==> config.mk <==
export PLATFORM = sky130hd
export DESIGN_NAME = mem_write_b_ctrl_flat
export DESIGN_NICKNAME = d
export VERILOG_FILES = /design/src/rtl/mem_write_b_ctrl_pkg.sv /design/src/rtl/mem_write_b_ctrl_if.sv /design/src/rtl/mem_write_b_ctrl_wrap_counter.sv /design/src/rtl/mem_write_b_ctrl.sv /design/src/flat_wrapper.sv
export SDC_FILE = /design/constraint.sdc
export NUM_CORES = 1
export LEC_CHECK = 0
export ABC_AREA = 0
export CORE_UTILIZATION = 51
export CTS_CLUSTER_DIAMETER = 100
export DETAILED_ROUTE_END_ITERATION = 12
export PLACE_DENSITY = 0.72
export SETUP_SLACK_MARGIN = 0.4
export SLEW_MARGIN = 40
export SYNTH_ARGS = -nofsm -noshare
export SYNTH_HDL_FRONTEND = slang
export SYNTH_SLANG_ARGS = --single-unit
==> constraint.sdc <==
create_clock -name clk -period 6.83 [get_ports clk]
set_input_delay 1.366 -clock clk [delete_from_list [all_inputs] [get_ports clk]]
set_output_delay 1.366 -clock clk [all_outputs]
set_load 0.05 [all_outputs]
==> src/rtl/mem_write_b_ctrl_pkg.sv <==
// Shared types for the B-operand buffer write controller.
// Latency: n/a (types only).
// Backpressure: n/a.
// Holds the controller FSM state encoding and the input stream order encoding.
package mem_ctrl_pkg;

  typedef enum logic [1:0] {IDLE, WRITE, DONE} wr_state_t;

  typedef enum logic {ROW_MAJOR, COL_MAJOR} wr_mode_t;

endpackage

==> src/rtl/mem_write_b_ctrl_if.sv <==
// Stream-in / bank-write-out bundle of the B-buffer write controller.
// Latency: n/a (wires only).
// Backpressure: bank_ready gates s_ready inside the controller.
// Ports: s_valid/s_ready (DMA beat handshake), bank_ready (bank ports free),
//        wr_en/wr_addr_B/activate_B (bank write strobe, address, one-hot bank select).
// The master modport is the controller; the slave modport is the DMA/bank side.
interface mem_write_b_ctrl_if #(
  parameter int N2     = 4,
  parameter int ADDR_W = 12
);

  logic              s_valid;
  logic              s_ready;
  logic              bank_ready;
  logic              wr_en;
  logic [ADDR_W-1:0] wr_addr_B;
  logic [N2-1:0]     activate_B;

  modport master (
    input  s_valid, bank_ready,
    output s_ready, wr_en, wr_addr_B, activate_B
  );

  modport slave (
    output s_valid, bank_ready,
    input  s_ready, wr_en, wr_addr_B, activate_B
  );

endinterface

==> src/rtl/mem_write_b_ctrl_wrap_counter.sv <==
// Wrapping up-counter: adds step when enabled, returns to zero after reaching limit.
// Latency: value updates the cycle after en; wrap is combinational on the current value.
// Backpressure: none; holds whenever en is low.
// Ports: clk, rst (sync, active-high), clr (sync clear), en (advance), step, limit,
//        value (current count), wrap (value is at limit, i.e. the next advance wraps).
module wrap_counter #(
  parameter int W = 16
) (
  input  logic         clk,
  input  logic         rst,
  input  logic         clr,
  input  logic         en,
  input  logic [W-1:0] step,
  input  logic [W-1:0] limit,
  output logic [W-1:0] value,
  output logic         wrap
);

  assign wrap = (value == limit);

  always_ff @(posedge clk) begin
    if (rst || clr) begin
      value <= '0;
    end else if (en) begin
      value <= wrap ? '0 : value + step;
    end
  end

endmodule

==> src/rtl/mem_write_b_ctrl.sv <==
// Spreads a streamed M2 x (N2*M3dN2) B matrix over N2 column banks, ping-ponging buffers.
// Latency: one cycle from an accepted beat to its bank write strobe.
// Backpressure: s_ready = WRITE & bank_ready; counters hold while no beat is accepted.
// Ports: clk, rst (sync, active-high); start/mode/M2/M3dN2 (matrix launch, latched in IDLE);
//        bus (master: s_valid/s_ready in, wr_en/wr_addr_B/activate_B out, bank_ready in);
//        busy (WRITE or DONE), done (one-cycle end pulse), buf_sel (buffer being written).
module mem_write_b_ctrl
  import mem_ctrl_pkg::*;
#(
  parameter int N2           = 4,
  parameter int MATRIXSIZE_W = 16,
  parameter int ADDR_W       = 12,
  parameter int P_B          = 1,
  parameter int NBUF         = 2,
  parameter int BUF_OFFSET   = 2048
) (
  input  logic                    clk,
  input  logic                    rst,
  input  logic                    start,
  input  logic                    mode,
  input  logic [MATRIXSIZE_W-1:0] M2,
  input  logic [MATRIXSIZE_W-1:0] M3dN2,
  mem_write_b_ctrl_if.master      bus,
  output logic                    busy,
  output logic                    done,
  output logic                    buf_sel
);

  localparam int W = MATRIXSIZE_W;

  wr_state_t   state, state_nxt;
  wr_mode_t    mode_q;
  logic [W-1:0] m2_q, m3_q;

  logic        s_ready_c, fire, start_acc, last_beat;
  logic        col_en, phase_en, row_en;
  logic        col_wrap, phase_wrap, row_wrap;
  logic [W-1:0] col_v, phase_v, row_v;
  logic [ADDR_W-1:0] phase_off;
  logic [ADDR_W-1:0] base;

  logic              wr_en_q;
  logic [ADDR_W-1:0] wr_addr_q;
  logic [N2-1:0]     act_q;

  assign start_acc = (state == IDLE) && start;
  assign fire      = bus.s_valid && s_ready_c;
  assign last_beat = row_wrap && col_wrap && phase_wrap;

  // ---------------- FSM: state register ----------------
  always_ff @(posedge clk) begin
    if (rst) state <= IDLE;
    else     state <= state_nxt;
  end

  // ---------------- FSM: next state ----------------
  always_comb begin
    state_nxt = state;
    case (state)
      IDLE:  if (start) state_nxt = ((M2 == '0) || (M3dN2 == '0)) ? DONE : WRITE;
      WRITE: if (fire && last_beat) state_nxt = DONE;
      DONE:  state_nxt = IDLE;
      default: state_nxt = IDLE;
    endcase
  end

  // ---------------- FSM: outputs ----------------
  always_comb begin
    s_ready_c = 1'b0;
    busy      = 1'b0;
    done      = 1'b0;
    case (state)
      WRITE: begin
        s_ready_c = bus.bank_ready;
        busy      = 1'b1;
      end
      DONE: begin
        busy = 1'b1;
        done = 1'b1;
      end
      default: ;
    endcase
  end

  assign bus.s_ready = s_ready_c;

  // Sizes and order are captured once so the stream sees stable geometry.
  always_ff @(posedge clk) begin
    if (rst) begin
      mode_q <= ROW_MAJOR;
      m2_q   <= '0;
      m3_q   <= '0;
    end else if (start_acc) begin
      mode_q <= wr_mode_t'(mode);
      m2_q   <= M2;
      m3_q   <= M3dN2;
    end
  end

  // Row-major input walks banks fastest; column-major walks rows fastest.
  always_comb begin
    col_en   = 1'b0;
    phase_en = 1'b0;
    row_en   = 1'b0;
    if (mode_q == ROW_MAJOR) begin
      col_en   = fire;
      phase_en = fire && col_wrap;
      row_en   = fire && col_wrap && phase_wrap;
    end else begin
      row_en   = fire;
      col_en   = fire && row_wrap;
      phase_en = fire && row_wrap && col_wrap;
    end
  end

  wrap_counter #(.W(W)) u_col (
    .clk(clk), .rst(rst), .clr(start_acc), .en(col_en),
    .step(W'(1)), .limit(W'(N2 - 1)), .value(col_v), .wrap(col_wrap)
  );

  wrap_counter #(.W(W)) u_phase (
    .clk(clk), .rst(rst), .clr(start_acc), .en(phase_en),
    .step(W'(1)), .limit(m3_q - W'(1)), .value(phase_v), .wrap(phase_wrap)
  );

  wrap_counter #(.W(W)) u_row (
    .clk(clk), .rst(rst), .clr(start_acc), .en(row_en),
    .step(W'(P_B)), .limit(m2_q - W'(P_B)), .value(row_v), .wrap(row_wrap)
  );

  // phase*M2 kept as a running sum that tracks the phase counter step for step.
  always_ff @(posedge clk) begin
    if (rst || start_acc) begin
      phase_off <= '0;
    end else if (phase_en) begin
      phase_off <= phase_wrap ? '0 : phase_off + ADDR_W'(m2_q);
    end
  end

  always_ff @(posedge clk) begin
    if (rst) begin
      buf_sel <= 1'b0;
    end else if (state == DONE && NBUF == 2) begin
      buf_sel <= ~buf_sel;
    end
  end

  assign base = buf_sel ? ADDR_W'(BUF_OFFSET) : '0;

  // Registered write port; address uses the counters as they were at the fire.
  always_ff @(posedge clk) begin
    if (rst) begin
      wr_en_q   <= 1'b0;
      wr_addr_q <= '0;
      act_q     <= '0;
    end else begin
      wr_en_q <= fire;
      act_q   <= fire ? (N2'(1) << col_v) : '0;
      if (fire) wr_addr_q <= base + ADDR_W'(row_v) + phase_off;
    end
  end

  assign bus.wr_en      = wr_en_q;
  assign bus.wr_addr_B  = wr_addr_q;
  assign bus.activate_B = act_q;

endmodule
==> src/flat_wrapper.sv <==
// flat-port wrapper written by rule: the top's interface ports become plain ports
module mem_write_b_ctrl_flat import mem_ctrl_pkg::*;
#(
  parameter int N2           = 4,
  parameter int MATRIXSIZE_W = 16,
  parameter int ADDR_W       = 12,
  parameter int P_B          = 1,
  parameter int NBUF         = 2,
  parameter int BUF_OFFSET   = 2048
)
  (clk, rst, start, mode, M2, M3dN2, busy, done, buf_sel, bus_s_valid, bus_bank_ready, bus_s_ready, bus_wr_en, bus_wr_addr_B, bus_activate_B);
  mem_write_b_ctrl_if #(.N2(N2), .ADDR_W(ADDR_W)) bus_i ();
  input  logic clk;
  input  logic rst;
  input  logic start;
  input  logic mode;
  input  logic [MATRIXSIZE_W-1:0] M2;
  input  logic [MATRIXSIZE_W-1:0] M3dN2;
  output logic busy;
  output logic done;
  output logic buf_sel;
  input wire logic [$bits(bus_i.s_valid)-1:0] bus_s_valid;
  input wire logic [$bits(bus_i.bank_ready)-1:0] bus_bank_ready;
  output wire logic [$bits(bus_i.s_ready)-1:0] bus_s_ready;
  output wire logic [$bits(bus_i.wr_en)-1:0] bus_wr_en;
  output wire logic [$bits(bus_i.wr_addr_B)-1:0] bus_wr_addr_B;
  output wire logic [$bits(bus_i.activate_B)-1:0] bus_activate_B;
  assign bus_i.s_valid = bus_s_valid;
  assign bus_i.bank_ready = bus_bank_ready;
  assign bus_s_ready = bus_i.s_ready;
  assign bus_wr_en = bus_i.wr_en;
  assign bus_wr_addr_B = bus_i.wr_addr_B;
  assign bus_activate_B = bus_i.activate_B;
  mem_write_b_ctrl #(.N2(N2), .MATRIXSIZE_W(MATRIXSIZE_W), .ADDR_W(ADDR_W), .P_B(P_B), .NBUF(NBUF), .BUF_OFFSET(BUF_OFFSET)) u_core (.clk(clk), .rst(rst), .start(start), .mode(mode), .M2(M2), .M3dN2(M3dN2), .bus(bus_i), .busy(busy), .done(done), .buf_sel(buf_sel));
endmodule
==> results.tsv <==
stage	metric	value	unit
run_status	status	finished clean	
synthesis	synth_edf_count	0	
synthesis	ys_async_sr_fraction	0	%
global_routing	grt_pass1_wl	28800	um
timing	setup_viol_count_final	0	
detailed_routing	dr.pass1.iters	5	
detailed_routing	vias	6120	
synthesis	synth-seq-cells	113	
power_and_ir_drop	p_sw	0.582	mW
die	core_area	12800	um2
layout	antenna_cells	0	
clocking	cts_buffer_depth	2	
worst_setup_path	crit_slowest_cell	clkdlybuf4s50_1	
worst_setup_path	critPathLaunchType	primary input	
timing	finClkSkew	0.00794	ns
clocking	postCtsSetupBuffers	0	
power_and_ir_drop	p_sw_share	30.4	%
clocking	post_cts_resized	0	
synthesis	yosys.cell_types.count	71	
layout	layout-drive-gt1-share	8.42	%
layout	instances_no_fill	1051	
global_routing	grt_max_degree	54	
detailed_routing	drcViolationCount	0	
power_and_ir_drop	power_density	237	nW/um2
clocking	clock_latency	0.42	ns
detailed_routing	via_per_inst	5.82	
synthesis	synth_top_area_share	33.1	%
synthesis	seq_area_frac_synth	33.1	%
timing	post-route-min-period	4.13	ns
global_routing	antenna_found_initial	0	
placement	dp_hpwl	12900	um
clocking	clock_sinks	113	
flow_run	cap_violations	0	
worst_setup_path	cp_common_cell	clkdlybuf4s50_1	
placement	placedCellCount	1019	
timing	max_slew_margin	44.8	%
synthesis	synth_top_cell_by_area	dfxtp_1	
detailed_routing	wirelength	17200	um
timing	worst_pin_slew	0.826	ns
synthesis	synth_fp_nets	900	
die	fp.dieArea	13900	um2
global_routing	grt_pass1_vias	5913	
placement	routabilityCongestion	0.960	
hold_path	hold_class	reg -> reg	
power_and_ir_drop	p_leak	2.95	nW
layout	fin_nets	946	
synthesis	synth_cells	820	
die	die_h	118	um
timing	rsz0062_at_grt	false	
timing	timing.hold.ws	0.451	ns
power_and_ir_drop	seq_power_share	37.7	%
power_and_ir_drop	power.share.clock	43.9	%
detailed_routing	drtIter0Drc	433	
power_and_ir_drop	ir_drop	175	uV
die	num_rows	41	
timing	setup_tns	0	ns
synthesis	synth_common_cells	nand2_1 (117), dfxtp_1 (113), xnor2_1 (78)	
die	num_io_pins	59	
clocking	clk_pin_slew_worst_paths	0.05	ns
synthesis	yosysMostFrequentCell	nand2_1	
detailed_routing	wl_per_cell	16.4	um
timing	max_freq	0.242	GHz
timing	maxSlewViolCount	0	
power_and_ir_drop	cell_internal_pwr	1.33	mW
timing	min_period_over_period	60.5	%
timing	fin_ws	2.70	ns
clocking	ctsHtreeMaxLevel	4	
worst_setup_path	worstPathCellList	clkdlybuf4s50_1 -> and2_1 -> clkdlybuf4s50_1	
die	die_w	118	um
synthesis	ys_warn_count	0	
worst_setup_path	worstPathArrival	2.76	ns
clocking	numCtsBuffers	17	
synthesis	synthesis.area	6830	um2
detailed_routing	antenna_left	0	
worst_setup_path	cp.required	5.46	ns
synthesis	synth_area_per_cell	8.33	um2
synthesis	synthTopCellsByArea	dfxtp_1 (33%), xnor2_1 (10%), ha_1 (7.3%)	
clocking	cts_tree	done	
global_routing	overflow	0	
power_and_ir_drop	p_comb_share	18.4	%
clocking	root_buffer	clkbuf_16	
timing	finalHoldViolations	0	
power_and_ir_drop	power.total	1.91	mW
placement	place_ws	2.70	ns
worst_setup_path	cp_max_fo	2	
placement	io_buffers	58	
worst_setup_path	worst-setup-path-type	in -> out	
synthesis	ys.flop_type	dfxtp_1	
worst_setup_path	slowest_delay	0.79	ns
die	initial_utilization	53.3	%
worst_setup_path	cp-end-kind	primary output	
global_routing	grt_usage	25.7	%
layout	area_growth	18.3	%
layout	nFillCells	1088	
clocking	hold_buffers	0	
-- layer usage --
layer | track usage (%) | up-vias | share of wire [%]
li1 | - | 3008 | -
met2 | 42.2 | 203 | 47
met3 | 5.04 | 36 | 5.2
met1 | 32.7 | 2873 | 45
met4 | 11.2 | 0 | 2.4
met5 | 0 | - | 0
-- through the flow --
stage                     area, um2  util (%)
final                          8080      63.0
after floorplan                6830         -
after CTS                      8080      63.0
after detailed placement       7520      58.6
after global placement         7470      58.3
after global routing           8080      63.0
-- placed cells by master, fill, tap and decap left out, drive strengths merged, types with 25 or more instances in the layout --
cell | Yosys | final
nor3 | 34 | 34
xnor2 | 78 | 78
nor4 | 28 | 28
a21oi | 72 | 72
clkdlybuf4s50 | 0 | 57
ha | 40 | 40
dfxtp | 113 | 113
nor2 | 71 | 71
nand2 | 117 | 117
inv | 26 | 28
nand3 | 25 | 25
-- sequential cells by signal, summed over array words and instances, names as in the netlist --
name / cells
u_core.state: 2
u_core.m2_q: 16
u_core.m3_q: 16
u_core.bus.wr_addr_B: 12
u_core.u_phase.value: 16
u_core.phase_off: 12
u_core.bus.wr_en: 1
u_core.buf_sel: 1
u_core.mode_q: 1
u_core.u_row.value: 16
u_core.u_col.value: 16
u_core.bus.activate_B: 4
-- worst paths after layout --
| path | from | endpoint | slack (ns) | depth (start not counted) |
|---|---|---|---|---|
| hold reg to reg | u_core.bus.wr_addr_B[8] | u_core.bus.wr_addr_B[8] | 0.45 | 2 |
| hold / removal | u_core.bus.wr_addr_B[8] | u_core.bus.wr_addr_B[8] | 0.45 | 2 |
| setup reg to reg | u_core.m2_q[0] | u_core.phase_off[11] | 3.20 | 12 |
| setup / recovery | bus_bank_ready | bus_s_ready | 2.70 | 3 |
-- worst max-delay path: cells and delay by family --
kind                   cells  cell delay (ns)
and+or+nand+nor            1             0.14
buffers and inverters      2             1.26
-- cells by family after synthesis --
logic type | share of synthesized area [%]
AO/OA/AOI/OAI | 14.4
XOR/XNOR | 12.3
adder cells (fa/ha/maj) | 7.91
buffers and inverters | 3.86
flip-flops | 33.1
multiplexers | 1.19
AND/OR/NAND/NOR | 27.3
-- power by group through the flow --
stage	logic, mW	registers [mW]	clock network [mW]
6_report	0.352	0.722	0.839
5_1_grt	0.386	0.725	0.873
4_1_cts	0.350	0.721	0.842
3_5_place_dp	0.347	0.735	0
3_3_place_gp	0.333	0.734	0
2_1_floorplan	0.262	0.726	0
-- area by class of cell --
type	count	area (um2)	share of cell area [%]
inverter	26	97.6	1.21
clock buffer	17	425	5.26
clock inverter	15	138	1.70
tap	172	215	2.66
sequential	113	2260	28.0
timing repair buffer	62	633	7.83
multi-input combinational	646	4310	53.3
Note: power is estimated with default switching activity, not from simulation.
